==> config.mk <==
export PLATFORM = sky130hd
export DESIGN_NAME = random_delay_timer
export DESIGN_NICKNAME = d
export VERILOG_FILES = /design/src/rtl/random_delay_timer.sv
export SDC_FILE = /design/constraint.sdc
export NUM_CORES = 1
export LEC_CHECK = 0
export ABC_AREA = 1
export CORE_MARGIN = 5
export CORE_UTILIZATION = 55
export DETAILED_ROUTE_END_ITERATION = 10
export MAX_ROUTING_LAYER = met4
export PLACE_DENSITY = 0.77
export REMOVE_ABC_BUFFERS = 1
export SYNTH_ARGS = -nofsm -noshare
export SYNTH_HDL_FRONTEND = slang
export SYNTH_SLANG_ARGS = --single-unit
==> constraint.sdc <==
create_clock -name Clock -period 2.3 [get_ports Clock]
set_clock_uncertainty 0.2 [all_clocks]
set_input_delay 0.46 -clock Clock [delete_from_list [all_inputs] [get_ports Clock]]
set_output_delay 0.46 -clock Clock [all_outputs]
set_load 0.005 [all_outputs]
==> src/rtl/random_delay_timer.sv <==
// rtl/random_delay_timer.sv - randomized wait-before-GO delay for the reaction-time game
// A free-running LFSR picks each delay; a ms prescaler times it.
module random_delay_timer #(
  parameter int TICK_DIV     = 50000,
  parameter int MIN_DELAY_MS = 1000,
  parameter int RAND_BITS    = 11
) (
  input  logic        Clock,
  input  logic        Reset,
  input  logic        delayCounterEnable,
  output logic        delayCounterDone,
  output logic [12:0] delayTarget,
  output logic [12:0] delayElapsed,
  output logic [1:0]  delayState
);

  localparam int PW = (TICK_DIV > 1) ? $clog2(TICK_DIV) : 1;
  localparam logic [PW-1:0] TICK_LAST = PW'(TICK_DIV - 1);

  typedef enum logic [1:0] {
    IDLE = 2'b00,
    RUN  = 2'b01,
    DONE = 2'b10
  } stateT;

  stateT         state, stateNext;
  logic [15:0]   lfsr;
  logic [PW-1:0] prescaler, prescalerNext;
  logic [12:0]   elapsedNext, targetNext;
  logic [12:0]   randDraw;
  logic          tickWrap;

  assign randDraw   = 13'(lfsr[RAND_BITS-1:0]);
  assign tickWrap   = (prescaler == TICK_LAST);
  assign delayState = state;

  always_comb begin
    stateNext     = state;
    prescalerNext = prescaler;
    elapsedNext   = delayElapsed;
    targetNext    = delayTarget;
    case (state)
      IDLE: begin
        if (delayCounterEnable) begin
          stateNext     = RUN;
          prescalerNext = '0;
          elapsedNext   = '0;
          targetNext    = 13'(MIN_DELAY_MS) + randDraw;
        end
      end
      RUN: begin
        // Counting continues on an abort edge, so a final wrap still lands in delayElapsed.
        prescalerNext = tickWrap ? '0 : prescaler + PW'(1);
        if (tickWrap) begin
          elapsedNext = delayElapsed + 13'd1;
        end
        if (!delayCounterEnable) begin
          stateNext = IDLE;
        end else if (tickWrap && (elapsedNext == delayTarget)) begin
          stateNext = DONE;
        end
      end
      DONE: begin
        stateNext = IDLE;
      end
      default: begin
        stateNext = IDLE;
      end
    endcase
  end

  always_ff @(posedge Clock) begin
    if (Reset) begin
      state            <= IDLE;
      lfsr             <= 16'hACE1;
      prescaler        <= '0;
      delayElapsed     <= '0;
      delayTarget      <= '0;
      delayCounterDone <= 1'b0;
    end else begin
      state            <= stateNext;
      lfsr             <= {lfsr[14:0], lfsr[15] ^ lfsr[13] ^ lfsr[12] ^ lfsr[10]};
      prescaler        <= prescalerNext;
      delayElapsed     <= elapsedNext;
      delayTarget      <= targetNext;
      delayCounterDone <= (stateNext == DONE);
    end
  end

endmodule

After elaboration in Yosys (flattened, before gate mapping)

Index checks and enable logic that the tools add are counted.
W data, S select, Z words.

Eq/ne operators: 5
Magnitude comparators: 0
Bitwise operators: 3
$mul: 0
Mux-type cells: 11
Divide/modulo/power cells: 0
Shift-type cells: 0
Reduce and logical (&&, ||, !) cells: 5
Add/subtract/negate cells: 3

Operator list:

| kind                     | number |
|---|---|
| $mux W13                 | 3 |
| $mux W16                 | 2 |
| $pmux W16 S2             | 1 |
| $pmux W13 S2             | 1 |
| $add A16 B1 Y16 const B  | 1 |
| $eq A16 B16 Y1 const B   | 1 |
| $add A13 B1 Y13 const B  | 1 |
| $eq A13 B13 Y1           | 1 |
| $add A10 B11 Y12 const A | 1 |
| $mux W2                  | 3 |
| $pmux W2 S2              | 1 |
| $reduce_and A2 Y1        | 2 |
| $xor A1 B1 Y1            | 3 |
| $eq A2 B1 Y1 const B     | 1 |
| $eq A2 B2 Y1 const B     | 1 |
| $logic_not A2 Y1         | 1 |
| $ne A2 B2 Y1 const B     | 1 |
| $reduce_bool A2 Y1       | 1 |
| $logic_and A1 B1 Y1      | 1 |

Latch bits: 0
Input port bits: 3
Output and inout port bits: 29
Memories: 0
Word-level logic and storage cells: 33
Memory bits (read-only): 0
Memory bits (writable): 0
Register bits: 61

Longest topological paths before layout

Gate-level depths: netlist of the first run.

Depth after elaboration: 9
Gate-level depth with buffers: 15
Depth with buffers taken out: 15

Least setup slack after synthesis of the first run

Ideal clock, no wire load.

Path kind: register to register
Start: register prescaler[0]
End: register state[0] (netlist: delayState[0])
Arrival time: 1.613 ns
Path buffers: 1
Setup slack: 0.371 ns
Clock period less this slack: 1.929 ns
Cell stages (with the launch flop): 16
Cells stage by stage: dfxtp_1 ha_1 nand2_1 nor2_2 nand3_2 nor2_4 buf_6 nand2_2 nand2_1 nand2_1 nand2_1 nand2_1 nor2_1 nand2_1 nor2_1 nor2_1

Cells in the longest elaborated chain, start to end: 8

RTL lines:

| element                  | RTL line | source |
|---|---|---|
| start: declaration       | 28       | `logic [PW-1:0] prescaler, prescalerNext;` |
| start signal: assignment | 83       | `prescaler <= prescalerNext;` |
| $eq A16 B16 Y1 (*)       | 34       | `assign tickWrap = (prescaler == TICK_LAST);` |
| $mux W13                 | 54       | `if (tickWrap) begin` |
| $mux W13                 | 42       | `case (state)` |
| $eq A13 B13 Y1           | 59       | `end else if (tickWrap && (elapsedNext == delayTarget)) begin` |
| $logic_and A1 B1 Y1 (*)  | 59       |  |
| $mux W2 (*)              | 59       |  |
| $mux W2 (*)              | 57       | `if (!delayCounterEnable) begin` |
| $pmux W2 S2 (*)          | 42       |  |
| end signal: assignment   | 81       | `state <= stateNext;` |
| end: declaration         | 26       | `stateT state, stateNext;` |

Mark *: on every way between the ends. The rest lies on a longest branch, timed or not. The select of a mux whose other input is x is not followed.
A chain may end at the register's enable or synchronous reset.

Worst setup path in the final report of the first run

Start: register delayElapsed[2]
End: output port delayElapsed[2]

RTL lines:

| element                  | RTL line | source |
|---|---|---|
| start: declaration       | 13       | `output logic [12:0] delayElapsed,` |
| start signal: assignment | 84       | `delayElapsed <= elapsedNext;` |

No word-level cell between the ends.

==> results of run 1 <==
==> state kept, by name, summed over array words and instances, names as in the netlist <==
register,count
delayState,2
prescaler,16
delayCounterDone,1
delayTarget,12
delayElapsed,13
lfsr,16
==> cells in the final DEF (no fill, tap or decap), drive strengths merged, types with 2 or more instances in the layout <==
cell and instances:
a21oi 36, a221oi 4, buf 12, clkbuf 11, clkdlybuf4s50 30, clkinv 3
dfxtp 60, ha 3, inv 66, nand2 175, nand3 59, nand3b 4
nand4 8, nor2 69, nor3 2, o21ai 21, or2 6, xnor2 3
xor2 7
==> per-stage QoR <==
stage	setup slack (ns)	area (um^2)	instances	TNS, ns
after CTS	0.0204	4050	662	0
after detailed placement	0.0252	3870	646	0
after floorplan	-0.183	3380	530	-0.992
final	0.206	4100	663	0
after global placement	0.107	3870	646	0
after global routing	0.0193	4100	663	0
==> layout make-up <==
class / instances / area (um^2)
sequential: 60 / 1200
inverter: 66 / 248
fill: 533 / 1930
timing repair buffer: 42 / 415
tap: 75 / 93.8
clock inverter: 5 / 52.6
multi-input combinational: 404 / 1950
clock buffer: 11 / 131
==> timing repair <==
action | in CTS | in global routing
endpoints found under the setup margin | 0 | 6
resized for setup | 0 | 9
hold buffers | 0 | 0
buffers inserted | 0 | 1
==> logic make-up after synthesis <==
| logic type | after synthesis |
|---|---|
| flops | 60 |
| compound gates | 66 |
| xor+xnor | 10 |
| fa+ha+maj | 3 |
| buf+inv | 81 |
| other cells | 1 |
| simple gates | 324 |
==> routing by layer <==
| layer | up-vias | track usage [%] |
|---|---|---|
| met5 | - | - |
| met3 | 10 | 3.59 |
| li1 | 1816 | - |
| met2 | 88 | 37.0 |
| met1 | 1579 | 32.2 |
| met4 | 0 | 9.74 |
==> report_power, final <==
| group | switching [W] | total [W] | internal, W |
|---|---|---|---|
| registers | 0.0000345 | 0.00111 | 0.00108 |
| logic | 0.000116 | 0.000209 | 0.0000928 |
| clock network | 0.000428 | 0.000923 | 0.000495 |
| total | 0.000578 | 0.00224 | 0.00166 |
==> how the worst max path moves through the flow <==
stage	from	endpoint	slack, ns	cells past startpoint
floorplan	delayCounterEnable	prescaler[7]$_SDFFE_PP0P_	-0.18	7
global placement	prescaler[0]$_SDFFE_PP0P_	delayState[0]$_SDFF_PP0_	0.11	14
detailed placement	prescaler[0]$_SDFFE_PP0P_	delayState[0]$_SDFF_PP0_	0.03	14
CTS	prescaler[0]$_SDFFE_PP0P_	delayState[0]$_SDFF_PP0_	0.02	14
global route	prescaler[1]$_SDFFE_PP0P_	prescaler[12]$_SDFFE_PP0P_	0.02	13
finish	delayElapsed[2]$_SDFFE_PP0P_	delayElapsed[2]	0.21	2
==> worst max-delay path, stage by stage, from the launching register on <==
cell	delay (ns)
dfxtp_1	0.43
buf_4	0.17
clkdlybuf4s50_1	0.50
==> flow_summary.yaml, run 1 <==
yosys:
  synth_cells: 545
  synth-simple-area-share_pct: 41.7
  yosys_warnings: 0
  synthDistinctLibCells: 35
  ys_ff_latch: 60
  synth-async-reset-ratio_pct: 0
  synth_area_per_cell_um2: 6.33
  synth_compound_area_share_pct: 10.5
  yosys.area.top_type: "dfxtp_1"
  synth_common_cells: "165 x nand2_1, 61 x inv_1, 60 x dfxtp_1"
  synth_top_area_share_pct: 34.8
  seq_area_frac_synth_pct: 34.8
  yosys_most_used_dff: "dfxtp_1"
  synth_edf_count: 0
  synthXorXnorAreaFrac_pct: 2.54
  yosys.area_share.adder_pct: 1.09
  synth_top_family_by_area: "simple AND/OR/NAND/NOR gates"
  synth_area_leaders: "dfxtp_1 35%, nand2_1 18%, nand3_1 8.3%"
  synth_most_common_cell: "nand2_1"
  syn_area_um2: 3450
  muxShareOfSynthArea_pct: 0
outcome:
  status: "finished clean"
global_route:
  grt_pass1_vias: 3287
  antenna_found_initial: 0
  grt_max_degree: 44
  grt_first_pass_wirelength_mm: 14.6
  gr-total-overflow: 0
  grt_usage_pct: 24.3
die:
  num_rows: 28
  die_area_um2: 7960
  die_h_um: 89.2
  die_x_um: 89.2
  coreArea_um2: 6030
  pin_count: 32
  initial_core_util_pct: 57.2
finish:
  fin_nets: 589
  layout-drive-gt1-share_pct: 11.2
  final_core_util_pct: 68.0
  area_growth_pct: 18.8
  diodes: 0
critical_path:
  cp-end-kind: "output pin"
  rr_worst_depth: 13
  worstSetupPathType: "reg2out"
  cp.required_ns: 1.64
  path_max_fanout: 5
  timing.rr.start: "prescaler[1]$_SDFFE_PP0P_"
  cp.arrival_ns: 1.43
  cp-start-kind: "flip-flop"
  regToRegSetupSlack_ns: 0.24
  r2r-end: "delayCounterDone$_SDFF_PP0_"
drt:
  top_layer_used: "met4"
  wl_per_cell_um: 12.8
  route.met3.wl_um: 421
  initialDrtViolationCount: 177
  dr.pass1.iters: 4
  detail_route.wirelength.met1_mm: 4.14
  met2_length_mm: 3.79
  wirelength_mm: 8.46
  postRouteAntennaNets: 0
  drc: 0
  viasPerCell: 5.27
  dr_total_vias: 3493
power:
  p_per_area_nw_per_um2: 547
  p_leak_nw: 1.69
  design_power_total_w: 0.00224
  ir_drop_mv: 0.491
sta:
  period_minus_slack_ns: 2.09
  timing.fmax_mhz: 477
  slew_viol_final: 0
  setup_viol: 0
  rsz0062_at_grt: "false"
  hold_viol_final: 0
  finalCritPeriodShare_pct: 91.1
  hold_slack_ns: 0.208
place:
  io_buffers: 30
  place_congestion: 0.961
  place_hpwl_mm: 6.19
run:
  drv_cap: 0
clock_network:
  cts_max_level: 3
  insertion_delay_ns: 0.35
  root_buffer: "clkbuf_8"
  clock-sinks: 60
  cts_made_buffers: 9
  tritoncts: "yes"
  cts_max_path_buffers: 2
  path_clk_slew_ns: 0.06
worst_hold_path:
  min_to: "lfsr[12]$_SDFF_PP0_"
  hold_depth: 2
  hold_start: "lfsr[11]$_SDFF_PP1_"
  hold_path.class: "reg2reg"
Power figures use the tool's default switching activity.
==> run 2: changes to the inputs <==
--- a/config.mk
+++ b/config.mk
@@ -5,13 +5,13 @@
 export SDC_FILE = /design/constraint.sdc
 export NUM_CORES = 1
 export LEC_CHECK = 0
-export ABC_AREA = 1
 export CORE_MARGIN = 5
 export CORE_UTILIZATION = 55
 export DETAILED_ROUTE_END_ITERATION = 10
 export MAX_ROUTING_LAYER = met4
-export PLACE_DENSITY = 0.77
+export PLACE_DENSITY = 0.78
 export REMOVE_ABC_BUFFERS = 1
+export SLEW_MARGIN = 25
 export SYNTH_ARGS = -nofsm -noshare
 export SYNTH_HDL_FRONTEND = slang
 export SYNTH_SLANG_ARGS = --single-unit
==> run 2 against run 1 <==
  * Utilization is 9.1 points higher
  * Wire length fell by 3.0%
  * Sequential cell count did not move
  * The flow now finishes with violations (setup timing)
  * Highest routed layer unchanged
  * Largest power group unchanged
  * Global-route usage rose by 0.055 points
==> flow_summary.yaml, run 2 <==
die:
  initial_core_util_pct: 57.1
  coreArea_um2: 5140
  pin_count: 32
  die_area_um2: 6900
  num_rows: 26
  die_x_um: 83.1
  die_h_um: 83.1
clock_network:
  cts_max_path_buffers: 2
  root_buffer: "clkbuf_8"
  path_clk_slew_ns: 0.07
  insertion_delay_ns: 0.35
  cts_max_level: 3
  clock-sinks: 60
  cts_made_buffers: 9
  cts-hold-fix-buffers: 0
  tritoncts: "yes"
drt:
  dr_total_vias: 2909
  postRouteAntennaNets: 0
  dr.pass1.iters: 5
  wl_per_cell_um: 16.4
  viasPerCell: 5.83
  drc: 0
  initialDrtViolationCount: 182
  wirelength_mm: 8.21
yosys:
  synth_common_cells: "60 x dfxtp_1, 40 x nor2_1, 35 x a21oi_1, 35 x nand2_1, 21 x o21ai_0"
  synth-async-reset-ratio_pct: 0
  ys_ff_latch: 60
  synth_compound_area_share_pct: 17.0
  synth_area_per_cell_um2: 8.32
  syn_area_um2: 2940
  muxShareOfSynthArea_pct: 1.07
  yosys.area.top_type: "dfxtp_1"
  seq_area_frac_synth_pct: 40.9
  synth_top_family_by_area: "simple AND/OR/NAND/NOR gates"
  synth_most_common_cell: "dfxtp_1"
  yosys_most_used_dff: "dfxtp_1"
  yosys_warnings: 0
  synth_area_leaders: "dfxtp_1 41%, a21oi_1 6.0%, nor2_1 5.1%"
  synthXorXnorAreaFrac_pct: 7.16
  synth_edf_count: 0
  yosys.area_share.adder_pct: 1.28
  synth-simple-area-share_pct: 29.5
  synth_top_area_share_pct: 40.9
  synth_cells: 353
  synthDistinctLibCells: 49
finish:
  layout-drive-gt1-share_pct: 23.8
  diodes: 0
  final_common_cell: "dfxtp_1"
  reg_top3: "lfsr: 16 flops, prescaler: 16 flops, delayElapsed: 13 flops"
  area_growth_pct: 35.0
  fin_nets: 430
  fin_cells: 499
  final_cell_mix: "56 x dfxtp_1, 44 x buf_4, 38 x nor2_1"
  final_area_um2: 3960
place:
  io_buffers: 30
  dp_cells: 478
  place_hpwl_mm: 5.50
  place_congestion: 0.922
  dpl_cell_area_um2: 3590
outcome:
  violations: "setup timing"
  status: "finished with violations"
global_route:
  grt_usage_pct: 24.3
  grt_pass1_vias: 2727
  antenna_found_initial: 0
  grt_first_pass_wirelength_mm: 13.3
  grt_max_degree: 38
  gr-total-overflow: 0
critical_path:
  cp-end-kind: "flip-flop"
  cp-start-kind: "flip-flop"
  path_max_fanout: 5
  worstSetupPathType: "reg2reg"
  cp.arrival_ns: 2.53
  cp.required_ns: 2.35
sta:
  timing.fmax_mhz: 403
  rsz0062_at_grt: "true"
  hold_viol_final: 0
  period_minus_slack_ns: 2.48
  finalWorstSetupSlack_ns: -0.183
  tightestPinTransition_ns: 0.514
  finalCritPeriodShare_pct: 108
  slew_headroom_pct: 65.7
  setup_viol: 3
  slew_viol_final: 0
power:
  ir_drop_mv: 0.546
  p_per_area_nw_per_um2: 582
  p_leak_nw: 1.50
  design_power_total_w: 0.00231
worst_hold_path:
  hold_path.class: "reg2reg"
run:
  drv_cap: 0
==> run 2: final timing paths <==
check        slack [ns]  depth (start not counted)                        to                       from
max reg2reg       -0.18                          8  delayState[0]$_SDFF_PP0_  prescaler[5]$_SDFFE_PP0P_
min                0.22                          1       lfsr[15]$_SDFF_PP1_        lfsr[14]$_SDFF_PP0_
min reg2reg        0.22                          1       lfsr[15]$_SDFF_PP1_        lfsr[14]$_SDFF_PP0_
max               -0.18                          8  delayState[0]$_SDFF_PP0_  prescaler[5]$_SDFFE_PP0P_
==> run 2: layout make-up <==
type | instances | area (um^2)
clock inverter | 7 | 76.3
multi-input combinational | 274 | 1760
sequential | 60 | 1210
timing repair buffer | 79 | 713
clock buffer | 9 | 124
fill | 387 | 1180
tap | 70 | 87.6
==> run 2: per-stage QoR <==
step	setup TNS [ns]	worst slack [ns]	util (%)	hold WS, ns
final	-0.399	-0.183	77.1	0.218
after global routing	-0.912	-0.288	77.1	0.234
after CTS	-0.350	-0.125	75.0	0.224
after detailed placement	-2.26	-0.277	69.8	0.201
after global placement	-1.60	-0.231	69.8	0.193
after floorplan	-1.29	-0.268	-	0.189
==> run 2: cell families (layout without fill, tap and decap cells) <==
| family | count (synthesis) | in the layout |
|---|---|---|
| multiplexers | 3 | 3 |
| AND/OR/NAND/NOR | 161 | 161 |
| other | 1 | 1 |
| XOR/XNOR | 24 | 24 |
| flip-flops | 60 | 60 |
| AO/OA/AOI/OAI | 82 | 82 |
| buffers and inverters | 19 | 95 |
| adder cells (fa/ha/maj) | 3 | 3 |
==> run 2: critical path: stages (launching register included) <==
cell       delay (ns)
dfxtp_1          0.32
buf_4            0.15
nand4bb_2        0.29
nor4_4           0.29
nand4_1          0.19
mux2_4           0.35
nor4_4           0.20
nand4_1          0.18
nor3b_2          0.20
==> run 2: timing repair <==
item                                    CTS  global route
gates resized for setup                  12            15
endpoints found under the setup margin   23            24
setup buffers                             3             1
pin swaps                                 9            21
gates cloned                              0             1
==> run 2: report_power, final <==
| part | internal [W] | leakage (nW) | total (W) | switching [W] |
|---|---|---|---|---|
| logic | 0.000112 | 0.915 | 0.000225 | 0.000113 |
| clock network | 0.000505 | 0.0958 | 0.000976 | 0.000471 |
| registers | 0.00108 | 0.492 | 0.00111 | 0.0000324 |
==> run 2: per-layer routing <==
metal	GRT usage, %	wire length, um	vias to the layer above
met2	40.3	4010	106
met1	29.1	3660	1379
met4	7.43	143	0
met5	-	0	-
met3	6.24	391	18
li1	-	-	1406
